$ cat config.mk
export PLATFORM = sky130hd
export DESIGN_NAME = ultrasonic_range_ctrl
export DESIGN_NICKNAME = d
export VERILOG_FILES = /design/src/rtl/ultrasonic_range_pkg.sv /design/src/rtl/ultrasonic_range_ctrl_echo_sync.sv /design/src/rtl/ultrasonic_range_ctrl.sv
export SDC_FILE = /design/constraint.sdc
export NUM_CORES = 1
export LEC_CHECK = 0
export ABC_AREA = 0
export CAP_MARGIN = 10
export CORE_UTILIZATION = 35
export DETAILED_ROUTE_END_ITERATION = 8
export MAX_ROUTING_LAYER = met4
export PLACE_DENSITY_LB_ADDON = 0.1
export SYNTH_ARGS = -nofsm -noshare
export SYNTH_HDL_FRONTEND = slang
export SYNTH_SLANG_ARGS = --single-unit
$ cat constraint.sdc
create_clock -name clk -period 2.8 [get_ports clk]
set_input_delay 0.56 -clock clk [delete_from_list [all_inputs] [get_ports clk]]
set_output_delay 0.56 -clock clk [all_outputs]
set_load 0.005 [all_outputs]
$ cat src/rtl/ultrasonic_range_pkg.sv
// Shared types and constants for the ultrasonic ranging controller.
package ultrasonic_range_pkg;

  typedef enum logic [2:0] {
    IDLE,
    TRIG,
    WAIT_ECHO,
    MEASURE,
    HOLDOFF
  } state_t;

  localparam int DIST_W      = 7;
  localparam int MAX_DIST_CM = 127;

  function automatic int cnt_w(input int n);
    return $clog2(n) + 1;
  endfunction

  function automatic int max3(input int a, input int b, input int c);
    int m;
    m = (a > b) ? a : b;
    return (m > c) ? m : c;
  endfunction

endpackage

$ cat src/rtl/ultrasonic_range_ctrl_echo_sync.sv
// Two-flop synchroniser for the raw echo input, plus a delayed copy for edge detection.
module echo_sync (
  input  logic clk,
  input  logic rst,
  input  logic i_echo,
  output logic o_echo_s,
  output logic o_echo_prev
);

  logic r_meta;
  logic r_sync;
  logic r_prev;

  always_ff @(posedge clk) begin
    if (rst) begin
      r_meta <= 1'b0;
      r_sync <= 1'b0;
      r_prev <= 1'b0;
    end else begin
      r_meta <= i_echo;
      r_sync <= r_meta;
      r_prev <= r_sync;
    end
  end

  assign o_echo_s    = r_sync;
  assign o_echo_prev = r_prev;

endmodule

$ cat src/rtl/ultrasonic_range_ctrl.sv
// Ultrasonic trigger/echo ranging controller producing a saturated 7-bit distance in cm.
// Optional build macro MEDIAN3_FILTER_EN: report the median of the last three raw results.
module ultrasonic_range_ctrl
  import ultrasonic_range_pkg::*;
#(
  parameter int TRIG_CYCLES    = 10,
  parameter int CYCLES_PER_CM  = 4,
  parameter int TIMEOUT_CYCLES = 2000,
  parameter int HOLDOFF_CYCLES = 500,
  parameter int MAX_DIST       = MAX_DIST_CM
) (
  input  logic              clk,
  input  logic              rst,
  input  logic              enable,
  input  logic              echo,
  output logic              trig,
  output logic [DIST_W-1:0] leading_distance,
  output logic              dist_valid,
  output logic              timeout_err
);

  localparam int CNT_W = max3(cnt_w(TRIG_CYCLES), cnt_w(TIMEOUT_CYCLES), cnt_w(HOLDOFF_CYCLES));
  localparam int SUB_W = cnt_w(CYCLES_PER_CM);

  localparam logic [CNT_W-1:0]  TRIG_LAST = CNT_W'(TRIG_CYCLES - 1);
  localparam logic [CNT_W-1:0]  TOUT_LAST = CNT_W'(TIMEOUT_CYCLES - 1);
  localparam logic [CNT_W-1:0]  TOUT_LIM  = CNT_W'(TIMEOUT_CYCLES);
  localparam logic [CNT_W-1:0]  HOLD_LAST = CNT_W'(HOLDOFF_CYCLES - 1);
  localparam logic [SUB_W-1:0]  SUB_LAST  = SUB_W'(CYCLES_PER_CM - 1);
  localparam logic [DIST_W-1:0] CM_MAX    = DIST_W'(MAX_DIST);

  function automatic logic [DIST_W-1:0] sat_inc(input logic [DIST_W-1:0] v);
    return (v == CM_MAX) ? v : v + 1'b1;
  endfunction

  function automatic logic [DIST_W-1:0] med3(input logic [DIST_W-1:0] a,
                                              input logic [DIST_W-1:0] b,
                                              input logic [DIST_W-1:0] c);
    logic [DIST_W-1:0] lo, hi, m;
    lo = (a < b) ? a : b;
    hi = (a < b) ? b : a;
    m  = (hi < c) ? hi : c;
    return (lo > m) ? lo : m;
  endfunction

  state_t            r_state;
  state_t            w_state_nxt;
  logic [CNT_W-1:0]  r_cnt;
  logic [SUB_W-1:0]  r_sub;
  logic [DIST_W-1:0] r_cm;
  logic [DIST_W-1:0] r_dist;
  logic              r_dist_valid;
  logic              r_timeout_err;

  logic              w_echo_s;
  logic              w_echo_prev;
  logic              w_rise;
  logic              w_done;
  logic              w_tout;
  logic              w_trig;
  logic [SUB_W-1:0]  w_sub_base;
  logic [SUB_W-1:0]  w_sub_inc;
  logic [DIST_W-1:0] w_cm_base;
  logic [DIST_W-1:0] w_cm_inc;
  logic [DIST_W-1:0] w_raw;
  logic [DIST_W-1:0] w_result;

  echo_sync u_echo_sync (
    .clk         (clk),
    .rst         (rst),
    .i_echo      (echo),
    .o_echo_s    (w_echo_s),
    .o_echo_prev (w_echo_prev)
  );

  assign w_rise = w_echo_s & ~w_echo_prev;

  always_ff @(posedge clk) begin
    if (rst) r_state <= IDLE;
    else     r_state <= w_state_nxt;
  end

  // In MEASURE the fall is checked before the high-time limit, so a coincident fall is a normal result
  always_comb begin
    w_state_nxt = r_state;
    w_done      = 1'b0;
    w_tout      = 1'b0;
    case (r_state)
      IDLE:      if (enable) w_state_nxt = TRIG;
      TRIG:      if (r_cnt == TRIG_LAST) w_state_nxt = WAIT_ECHO;
      WAIT_ECHO: begin
        if (w_rise) begin
          w_state_nxt = MEASURE;
        end else if (r_cnt == TOUT_LAST) begin
          w_state_nxt = HOLDOFF;
          w_done      = 1'b1;
          w_tout      = 1'b1;
        end
      end
      MEASURE: begin
        if (!w_echo_s) begin
          w_state_nxt = HOLDOFF;
          w_done      = 1'b1;
        end else if (r_cnt >= TOUT_LIM) begin
          w_state_nxt = HOLDOFF;
          w_done      = 1'b1;
          w_tout      = 1'b1;
        end
      end
      HOLDOFF:   if (r_cnt == HOLD_LAST) w_state_nxt = IDLE;
      default:   w_state_nxt = IDLE;
    endcase
  end

  always_comb begin
    w_trig = (r_state == TRIG);
  end

  // The rise cycle starts from a cleared count and is itself echo cycle 1
  always_comb begin
    w_sub_base = (r_state == MEASURE) ? r_sub : '0;
    w_cm_base  = (r_state == MEASURE) ? r_cm  : '0;
    if (w_sub_base == SUB_LAST) begin
      w_sub_inc = '0;
      w_cm_inc  = sat_inc(w_cm_base);
    end else begin
      w_sub_inc = w_sub_base + 1'b1;
      w_cm_inc  = w_cm_base;
    end
  end

  always_ff @(posedge clk) begin
    if (rst) begin
      r_cnt <= '0;
      r_sub <= '0;
      r_cm  <= '0;
    end else begin
      case (r_state)
        IDLE: r_cnt <= '0;
        WAIT_ECHO: begin
          if (w_rise) begin
            r_cnt <= CNT_W'(1);
            r_sub <= w_sub_inc;
            r_cm  <= w_cm_inc;
          end else begin
            r_cnt <= (w_state_nxt == r_state) ? r_cnt + 1'b1 : '0;
          end
        end
        MEASURE: begin
          if (w_state_nxt == MEASURE) begin
            r_cnt <= r_cnt + 1'b1;
            r_sub <= w_sub_inc;
            r_cm  <= w_cm_inc;
          end else begin
            r_cnt <= '0;
          end
        end
        default: r_cnt <= (w_state_nxt == r_state) ? r_cnt + 1'b1 : '0;
      endcase
    end
  end

  assign w_raw = w_tout ? CM_MAX : r_cm;

`ifdef MEDIAN3_FILTER_EN
  logic [DIST_W-1:0] r_h0;
  logic [DIST_W-1:0] r_h1;

  assign w_result = med3(w_raw, r_h0, r_h1);

  always_ff @(posedge clk) begin
    if (rst) begin
      r_h0 <= '0;
      r_h1 <= '0;
    end else if (w_done) begin
      r_h0 <= w_raw;
      r_h1 <= r_h0;
    end
  end
`else
  assign w_result = w_raw;
`endif

  always_ff @(posedge clk) begin
    if (rst) begin
      r_dist        <= '0;
      r_dist_valid  <= 1'b0;
      r_timeout_err <= 1'b0;
    end else begin
      r_dist_valid  <= w_done;
      r_timeout_err <= w_tout;
      if (w_done) r_dist <= w_result;
    end
  end

  assign trig             = w_trig;
  assign leading_distance = r_dist;
  assign dist_valid       = r_dist_valid;
  assign timeout_err      = r_timeout_err;

endmodule

# Yosys cells after proc, flatten, opt, wreduce, memory -nomap -nowiden
# Index checks and enable logic that the tools add are counted.
# totals
register_bits	37
in_bits	4
output_inout_bits	10
elab_cells	63
# classes
n_addsub	3
magnitude_cmp	1
eq_ne	13
mux	31
n_bitwise	2
n_reduce_logical	3
# ops
operator	n
7-bit two-way mux	6
12-bit two-way mux	3
12-bit one-hot mux with 3 select lines	1
3-bit two-way mux	11
3-bit one-hot mux with 5 select lines	1
7-bit one-hot mux with 2 select lines	1
12-bit by 1-bit adder with 12-bit output (second input constant)	1
12-bit by 11-bit equality test with 1-bit output (second input constant)	1
12-bit by 4-bit equality test with 1-bit output (second input constant)	1
12-bit by 9-bit equality test with 1-bit output (second input constant)	1
3-bit by 2-bit equality test with 1-bit output (second input constant)	4
12-bit by 11-bit greater-or-equal comparator with 1-bit output (second input constant)	1
7-bit by 1-bit adder with 7-bit output (second input constant)	1
7-bit equality test (second input constant)	1
3-bit one-hot mux with 2 select lines	1
1-bit two-way mux	5
1-bit one-hot mux with 2 select lines	2
3-bit by 1-bit adder with 3-bit output (second input constant)	1
3-bit by 1-bit equality test with 1-bit output (second input constant)	1
3-bit equality test	1
3-bit equality test (second input constant)	1
3-bit zero test	1
3-bit AND reduction	1
2-bit by 1-bit != test with 1-bit output (second input constant)	1
other kinds (4)	4

# Longest topological paths before layout
# Gate-level depths: netlist of the first run.
# depth
depth_word	8
mapped_depth	10
ltp_nobuf	8

# Cells and area by module
# Synthesis of the first run repeated with hierarchy kept, for this count alone.
# unflattened
cells_unflattened	213
area_unflattened_um2	1879.3
# by_module_without_submodules
mod	n_inst	cells_per_inst	area_per_inst_um2	seq_area_each_um2
ultrasonic_range_ctrl	1	207	1800.5	680.7
echo_sync	1	6	78.8	60.1

# Worst setup path before layout of the first run
# Ideal clock, no wire load.
# synth_path
path_kind	reg2reg
from	register r_state[1]
to	register r_cm[5]
arrival_ps	2224
slack_ps	485
stages_incl_launch_ff	11
n_path_buf	2
synth_period_minus_slack_ps	2315
path_cell_list	dfxtp_1 -> and3b_1 -> buf_2 -> and2_1 -> ha_1 -> and3_1 -> a41oi_1 -> o21a_1 -> clkbuf_1 -> a41oi_1 -> a311oi_1
# synth_via
elab_chain_len	7
elab_cells_between_ends	28
# synth_lines
element	line	text
start: declaration	ultrasonic_range_ctrl.sv:46	state_t r_state;
start signal: assignment	ultrasonic_range_ctrl.sv:80	else r_state <= w_state_nxt;
3-bit by 2-bit equality test with 1-bit output	-	
7-bit two-way mux	ultrasonic_range_ctrl.sv:122	w_cm_base = (r_state == MEASURE) ? r_cm : '0;
7-bit by 1-bit adder with 7-bit output / 7-bit equality test (equally long branches)	ultrasonic_range_ctrl.sv:33	return (v == CM_MAX) ? v : v + 1'b1;
7-bit two-way mux	ultrasonic_range_ctrl.sv:33	
7-bit two-way mux	ultrasonic_range_ctrl.sv:123	if (w_sub_base == SUB_LAST) begin
7-bit two-way mux, on equally long branches	ultrasonic_range_ctrl.sv:150, ultrasonic_range_ctrl.sv:141	
7-bit one-hot mux with 2 select lines	ultrasonic_range_ctrl.sv:138	case (r_state)
end signal: assignment	ultrasonic_range_ctrl.sv:144	r_cm <= w_cm_inc;
end signal: assignment	ultrasonic_range_ctrl.sv:153	r_cm <= w_cm_inc;
end: declaration	ultrasonic_range_ctrl.sv:50	logic [DIST_W-1:0] r_cm;
# Parallel ways exist; a longest one is shown, timed or not. The select of a mux whose other input is x is not followed.
# A chain may end at the register's enable or synchronous reset.

# Worst setup path after layout of the first run
# layout_path
from	register r_state[0]
to	output trig
# layout_via
elab_chain_len	1
# layout_lines
element	line	text
3-bit by 1-bit equality test with 1-bit output	ultrasonic_range_ctrl.sv:116	w_trig = (r_state == TRIG);
end: declaration	ultrasonic_range_ctrl.sv:16	output logic trig,
# Every way passes these cells.

==> results.json, run 1 <==
{
  "worstSkewPairLatency_ns": 0.29,
  "endpoint_required_time_on_the_critical_path_ns": 2.24,
  "worst-path-max-fanout": 14,
  "layout.nets": 250,
  "worst_setup_hold_path_clk_slew_ns": 0.08,
  "floorplan.io_pins": 14,
  "netlist.area_leader.share": 0.385,
  "min_delay_path_depth": 1,
  "post-route-drc-count": 0,
  "final_area_um2": 2280,
  "hold_class": "flip-flop to flip-flop",
  "post_route_minimum_period_ns": 2.39,
  "cts.hold.buffers_added": 0,
  "post_cts.resized_instances": 0,
  "drv_cap": 0,
  "cts.repair_timing.setup_buffer_count": 0,
  "timing.max_slew.rel_slack": 0.501,
  "total_leakage_power_nw": 0.825,
  "mostFrequentLayoutCell": "sky130_fd_sc_hd__dfxtp_1",
  "grt_start_max_net_pins": 16,
  "transition_time_at_the_pin_with_the_least_slew_margin_ns": 0.747,
  "gp_congestion": 0.837,
  "clock_tree.root_cell": "sky130_fd_sc_hd__clkbuf_8",
  "tritoncts.num_buffers": 5,
  "grt_setup_unrepaired": "no",
  "core_region_area_um2": 5200,
  "antenna_left": 0,
  "synth.largest_area_cell": "sky130_fd_sc_hd__dfxtp_1",
  "finish.cell_count_without_fillers": 312,
  "numClockSinks": 37,
  "rows": 26,
  "htreeDepth": 2,
  "timing.final.crit_share": 0.855,
  "post_synth_inst_count": 221,
  "sequential_to_total_area_share_from_yosys_stat": 0.385,
  "detail_route.vias_per_cell": 5.18,
  "ff2ff_path_depth": 8,
  "vdd.ir_drop.worst_mv": 0.225,
  "dp_cells": 304,
  "clockBufferDepth": 2,
  "detailroute.via_count": 1617,
  "grt_antenna_before_repair": 0,
  "critical_path_class": "flip-flop to primary output",
  "global_route_wire_length_before_repair_mm": 7.43,
  "floorplan.initialDensity": 0.370,
  "most_area_consuming_cells_after_synthesis": "sky130_fd_sc_hd__dfxtp_1, sky130_fd_sc_hd__a211oi_1, sky130_fd_sc_hd__nor3_1",
  "cts_tree": "yes",
  "hold_path_startpoint": "u_echo_sync.r_meta",
  "overflow": 0,
  "reg2reg_from": "r_state[1]",
  "post_synth_num_cell_types": 52,
  "most-common-layout-cells": "sky130_fd_sc_hd__dfxtp_1, sky130_fd_sc_hd__nor2_1, sky130_fd_sc_hd__nor3_1",
  "synth_area_um2": 1930,
  "detailedRoute.firstIterationViolations": 143,
  "die_height_um": 76.2,
  "syn-num-nets": 230,
  "fin_ws_ns": 0.406,
  "die_w_um": 76.2,
  "status": "finished, final reports clean",
  "preCtsSetupSlack_ns": 0.457,
  "synthFlopType": "sky130_fd_sc_hd__dfxtp_1",
  "post_synthesis_sequential_element_count": 37,
  "clock_skew_ns": 0.00722,
  "clock.fmax_mhz": 418,
  "synth_edf_count": 0,
  "port_buf_inserts": 13,
  "final_core_util": 0.438,
  "fp.dieArea_um2": 5800,
  "critical_path.startpoint_type": "flip-flop",
  "final_count_of_negative_setup_slack_endpoints": 0,
  "num_antenna_cells": 0,
  "drt_pass1_iterations": 4,
  "async_flop_share": 0,
  "cp-startpoint": "r_state[0]",
  "dpl-instance-area_um2": 2160,
  "grt.total_usage": 0.164,
  "syn_avg_cell_area_um2": 8.71,
  "final_layout_size_suffix_gt1_frac": 0.124,
  "timing_hold_violations_final": 0,
  "cp_data_arrival_time_ns": 1.83,
  "totalNegativeSetupSlack_ns": 0,
  "report.final.slew_viol_count": 0,
  "drt-wirelength-per-cell_um": 13.5,
  "setup.worst_path.end_class": "primary output",
  "place.detailed.hpwl_mm": 3.12,
  "area_growth_syn_to_layout_pct": 18.3,
  "power-per-cell-area_nw_per_um2": 469,
  "route.final.wire_length_mm": 4.21,
  "first_global_vias": 1496,
  "ys.warnings.count": 0
}
[layer usage]
layer / vias up / global-route usage / share of wire
met4: 0 / 0.0462 / 0.0069
met1: 740 / 0.237 / 0.54
met2: 38 / 0.228 / 0.41
met5: - / - / 0
met3: 4 / 0.0359 / 0.047
li1: 835 / - / -
[cells in the mapped netlist (2+ instances only)]
cell type,count
sky130_fd_sc_hd__a211oi_1,11
sky130_fd_sc_hd__a21o_1,3
sky130_fd_sc_hd__a21oi_1,8
sky130_fd_sc_hd__a221oi_1,2
sky130_fd_sc_hd__a311oi_1,2
sky130_fd_sc_hd__a31o_2,3
sky130_fd_sc_hd__a41oi_1,2
sky130_fd_sc_hd__and2_1,5
sky130_fd_sc_hd__and3_1,4
sky130_fd_sc_hd__and3b_1,2
sky130_fd_sc_hd__buf_2,2
sky130_fd_sc_hd__buf_4,2
sky130_fd_sc_hd__clkbuf_1,4
sky130_fd_sc_hd__dfxtp_1,37
sky130_fd_sc_hd__ha_1,5
sky130_fd_sc_hd__inv_1,13
sky130_fd_sc_hd__nand2_1,13
sky130_fd_sc_hd__nand2b_1,7
sky130_fd_sc_hd__nand3_1,7
sky130_fd_sc_hd__nand3b_1,3
sky130_fd_sc_hd__nand4_1,4
sky130_fd_sc_hd__nor2_1,17
sky130_fd_sc_hd__nor2b_1,7
sky130_fd_sc_hd__nor3_1,14
sky130_fd_sc_hd__o21ai_0,4
sky130_fd_sc_hd__o21bai_1,3
sky130_fd_sc_hd__or2_2,2
sky130_fd_sc_hd__or3_1,3
sky130_fd_sc_hd__xnor2_1,2
sky130_fd_sc_hd__xor2_1,8
[critical path: stages (launching register included)]
cell	delay [ns]
sky130_fd_sc_hd__dfxtp_1	0.33
sky130_fd_sc_hd__buf_4	0.18
sky130_fd_sc_hd__or3b_2	0.48
sky130_fd_sc_hd__inv_1	0.06
sky130_fd_sc_hd__clkdlybuf4s50_1	0.49
[path summary, 6_finish.rpt]
check                    endpoint  slack [ns]
max reg2reg               r_cm[5]        0.43
min reg2reg  u_echo_sync.o_echo_s        0.44
min          u_echo_sync.o_echo_s        0.44
max                          trig        0.41
[through the flow]
step                      hold WS (ns)  total power, mW
after floorplan                  0.414            0.581
after global placement           0.418            0.598
after detailed placement         0.428            0.599
after CTS                        0.446             1.09
after global routing             0.464             1.12
final                            0.445             1.07
[flip-flops by register name, indices dropped and copies added (netlist names)]
name                     cells
dist_valid                   1
leading_distance             7
r_cm                         7
r_cnt                       12
r_state                      3
r_sub                        3
timeout_err                  1
u_echo_sync.o_echo_prev      1
u_echo_sync.o_echo_s         1
u_echo_sync.r_meta           1
[report_power, final]
group / switching, mW / internal, mW
combinational: 0.0306 / 0.0240
clock: 0.192 / 0.290
sequential: 0.00278 / 0.529
[logic make-up (layout without fill, tap and decap cells)]
kind of cell	after synthesis	in the layout	share of synthesized area
AND/OR/NAND/NOR	96	96	0.285
XOR/XNOR	10	10	0.0455
AO/OA/AOI/OAI	49	49	0.191
adder cells (fa/ha/maj)	5	5	0.0325
multiplexers	1	1	0.00520
flip-flops	37	37	0.385
buffers and inverters	23	44	0.0565
[layout make-up]
cell class | count | area (um2)
fill | 526 | 2930
multi-input combinational | 161 | 1080
sequential | 37 | 741
timing repair buffer | 23 | 205
tap | 70 | 87.6
clock buffer | 6 | 82.6
inverter | 13 | 48.8
clock inverter | 2 | 37.5
Power figures use the tool's default switching activity.
==> inputs of run 2 (changes only) <==
--- a/config.mk
+++ b/config.mk
@@ -9,7 +9,6 @@
 export CAP_MARGIN = 10
 export CORE_UTILIZATION = 35
 export DETAILED_ROUTE_END_ITERATION = 8
-export MAX_ROUTING_LAYER = met4
 export PLACE_DENSITY_LB_ADDON = 0.1
 export SYNTH_ARGS = -nofsm -noshare
 export SYNTH_HDL_FRONTEND = slang
==> results.json, run 2 (synthesis results as in run 1) <==
{
  "setup.worst_path.end_class": "primary output",
  "timing_hold_violations_final": 0,
  "report.final.slew_viol_count": 0,
  "drt_pass1_iterations": 4,
  "global_route.peak_usage_layer": "met1",
  "tritoncts.num_buffers": 5,
  "cts_tree": "yes",
  "worst_setup_hold_path_clk_slew_ns": 0.08,
  "clock_skew_ns": 0.00760,
  "drv_cap": 0,
  "clock_tree.root_cell": "sky130_fd_sc_hd__clkbuf_8",
  "preCtsSetupSlack_ns": 0.457,
  "ff2ff_path_depth": 8,
  "post_route_minimum_period_ns": 2.39,
  "timing.final.crit_share": 0.854,
  "n_fill_cell": 526,
  "floorplan.io_pins": 14,
  "place.detailed.hpwl_mm": 3.12,
  "final_layout_size_suffix_gt1_frac": 0.124,
  "max_flop_register": "r_cnt",
  "transition_time_at_the_pin_with_the_least_slew_margin_ns": 0.747,
  "grt_antenna_before_repair": 0,
  "post-route-drc-count": 0,
  "fp.dieArea_um2": 5800,
  "gp_congestion": 0.825,
  "clock.fmax_mhz": 418,
  "rrSetupSlack_ns": 0.42,
  "port_buf_inserts": 13,
  "fin_ws_ns": 0.408,
  "global_route_wire_length_before_repair_mm": 7.43,
  "critical_path.startpoint_type": "flip-flop",
  "cp-startpoint": "r_state[0]",
  "cp_data_arrival_time_ns": 1.83,
  "totalNegativeSetupSlack_ns": 0,
  "groute.layer.met2.usage": 0.228,
  "layout.nets": 250,
  "detailedRoute.firstIterationViolations": 132,
  "grt_start_max_net_pins": 16,
  "power-per-cell-area_nw_per_um2": 468,
  "detailroute.via_count": 1612,
  "r2r_end": "r_cm[5]",
  "endpoint_required_time_on_the_critical_path_ns": 2.24,
  "grt.met3_usage": 0.0359,
  "rows": 26,
  "timing.max_slew.rel_slack": 0.501,
  "cts.hold.buffers_added": 0,
  "antenna_left": 0,
  "fin_total_pwr_mw": 1.07,
  "met1_usage": 0.237,
  "drt-wirelength-per-cell_um": 13.5,
  "floorplan.initialDensity": 0.370,
  "worst-path-max-fanout": 14,
  "first_global_vias": 1497,
  "hold_slack_ns": 0.444,
  "numClockSinks": 37,
  "die_w_um": 76.2,
  "grt.total_usage": 0.160,
  "die_height_um": 76.2,
  "mostFrequentLayoutCell": "sky130_fd_sc_hd__dfxtp_1",
  "post_cts.resized_instances": 0,
  "most-common-layout-cells": "sky130_fd_sc_hd__dfxtp_1, sky130_fd_sc_hd__nor2_1, sky130_fd_sc_hd__nor3_1",
  "status": "finished, final reports clean",
  "final_core_util": 0.438,
  "htreeDepth": 2,
  "overflow": 0,
  "clockBufferDepth": 2,
  "route.final.wire_length_mm": 4.21,
  "final_count_of_negative_setup_slack_endpoints": 0,
  "reg2reg_from": "r_state[1]",
  "hold_class": "flip-flop to flip-flop",
  "largest_register_ffs": 12,
  "detail_route.vias_per_cell": 5.17,
  "critPathCapture": "trig",
  "vdd.ir_drop.worst_mv": 0.225,
  "total_leakage_power_nw": 0.825,
  "num_antenna_cells": 0,
  "worstSkewPairLatency_ns": 0.29,
  "area_growth_syn_to_layout_pct": 18.3,
  "cts.repair_timing.setup_buffer_count": 0,
  "core_region_area_um2": 5200,
  "critical_path_class": "flip-flop to primary output",
  "grt_setup_unrepaired": "no"
}
## run 2: report_power, final
group / switching (mW) / leakage (nW) / internal, mW / total (mW)
clock: 0.190 / 0.0574 / 0.290 / 0.479
combinational: 0.0306 / 0.468 / 0.0240 / 0.0546
sequential: 0.00275 / 0.299 / 0.529 / 0.532
## run 2: through the flow
step	instances	cell area (um2)
6_report	312	2280
5_1_grt	312	2280
4_1_cts	312	2280
3_5_place_dp	304	2160
3_3_place_gp	304	2160
2_1_floorplan	221	1930
## run 2: cell type report
type	count	area, um2	share of cell area
inverters	13	48.8	0.0214
clock buffers	6	82.6	0.0362
well taps	70	87.6	0.0384
flip-flops and latches	37	741	0.325
multi-input cells	161	1080	0.472
repair buffers	23	205	0.0901
clock inverters	2	37.5	0.0165
## run 2: how the worst min path moves through the flow
| stage | from | end | slack (ns) | cells past startpoint |
|---|---|---|---|---|
| after floorplan | u_echo_sync.r_meta | u_echo_sync.o_echo_s | 0.41 | 1 |
| after global routing | u_echo_sync.r_meta | u_echo_sync.o_echo_s | 0.46 | 1 |
| after detailed placement | u_echo_sync.r_meta | u_echo_sync.o_echo_s | 0.43 | 1 |
| final | u_echo_sync.r_meta | u_echo_sync.o_echo_s | 0.44 | 1 |
| after CTS | u_echo_sync.r_meta | u_echo_sync.o_echo_s | 0.45 | 1 |
| after global placement | u_echo_sync.r_meta | u_echo_sync.o_echo_s | 0.42 | 1 |
## run 2: routing by layer
metal	vias up	wire, um
met1	734	2270
li1	839	-
met2	37	1720
met5	-	0
met3	2	214
met4	0	14
## run 2: worst max-delay path, cell delays in order, from the launching register on
cell	delay, ns
sky130_fd_sc_hd__dfxtp_1	0.33
sky130_fd_sc_hd__buf_4	0.18
sky130_fd_sc_hd__or3b_2	0.48
sky130_fd_sc_hd__inv_1	0.06
sky130_fd_sc_hd__clkdlybuf4s50_1	0.49
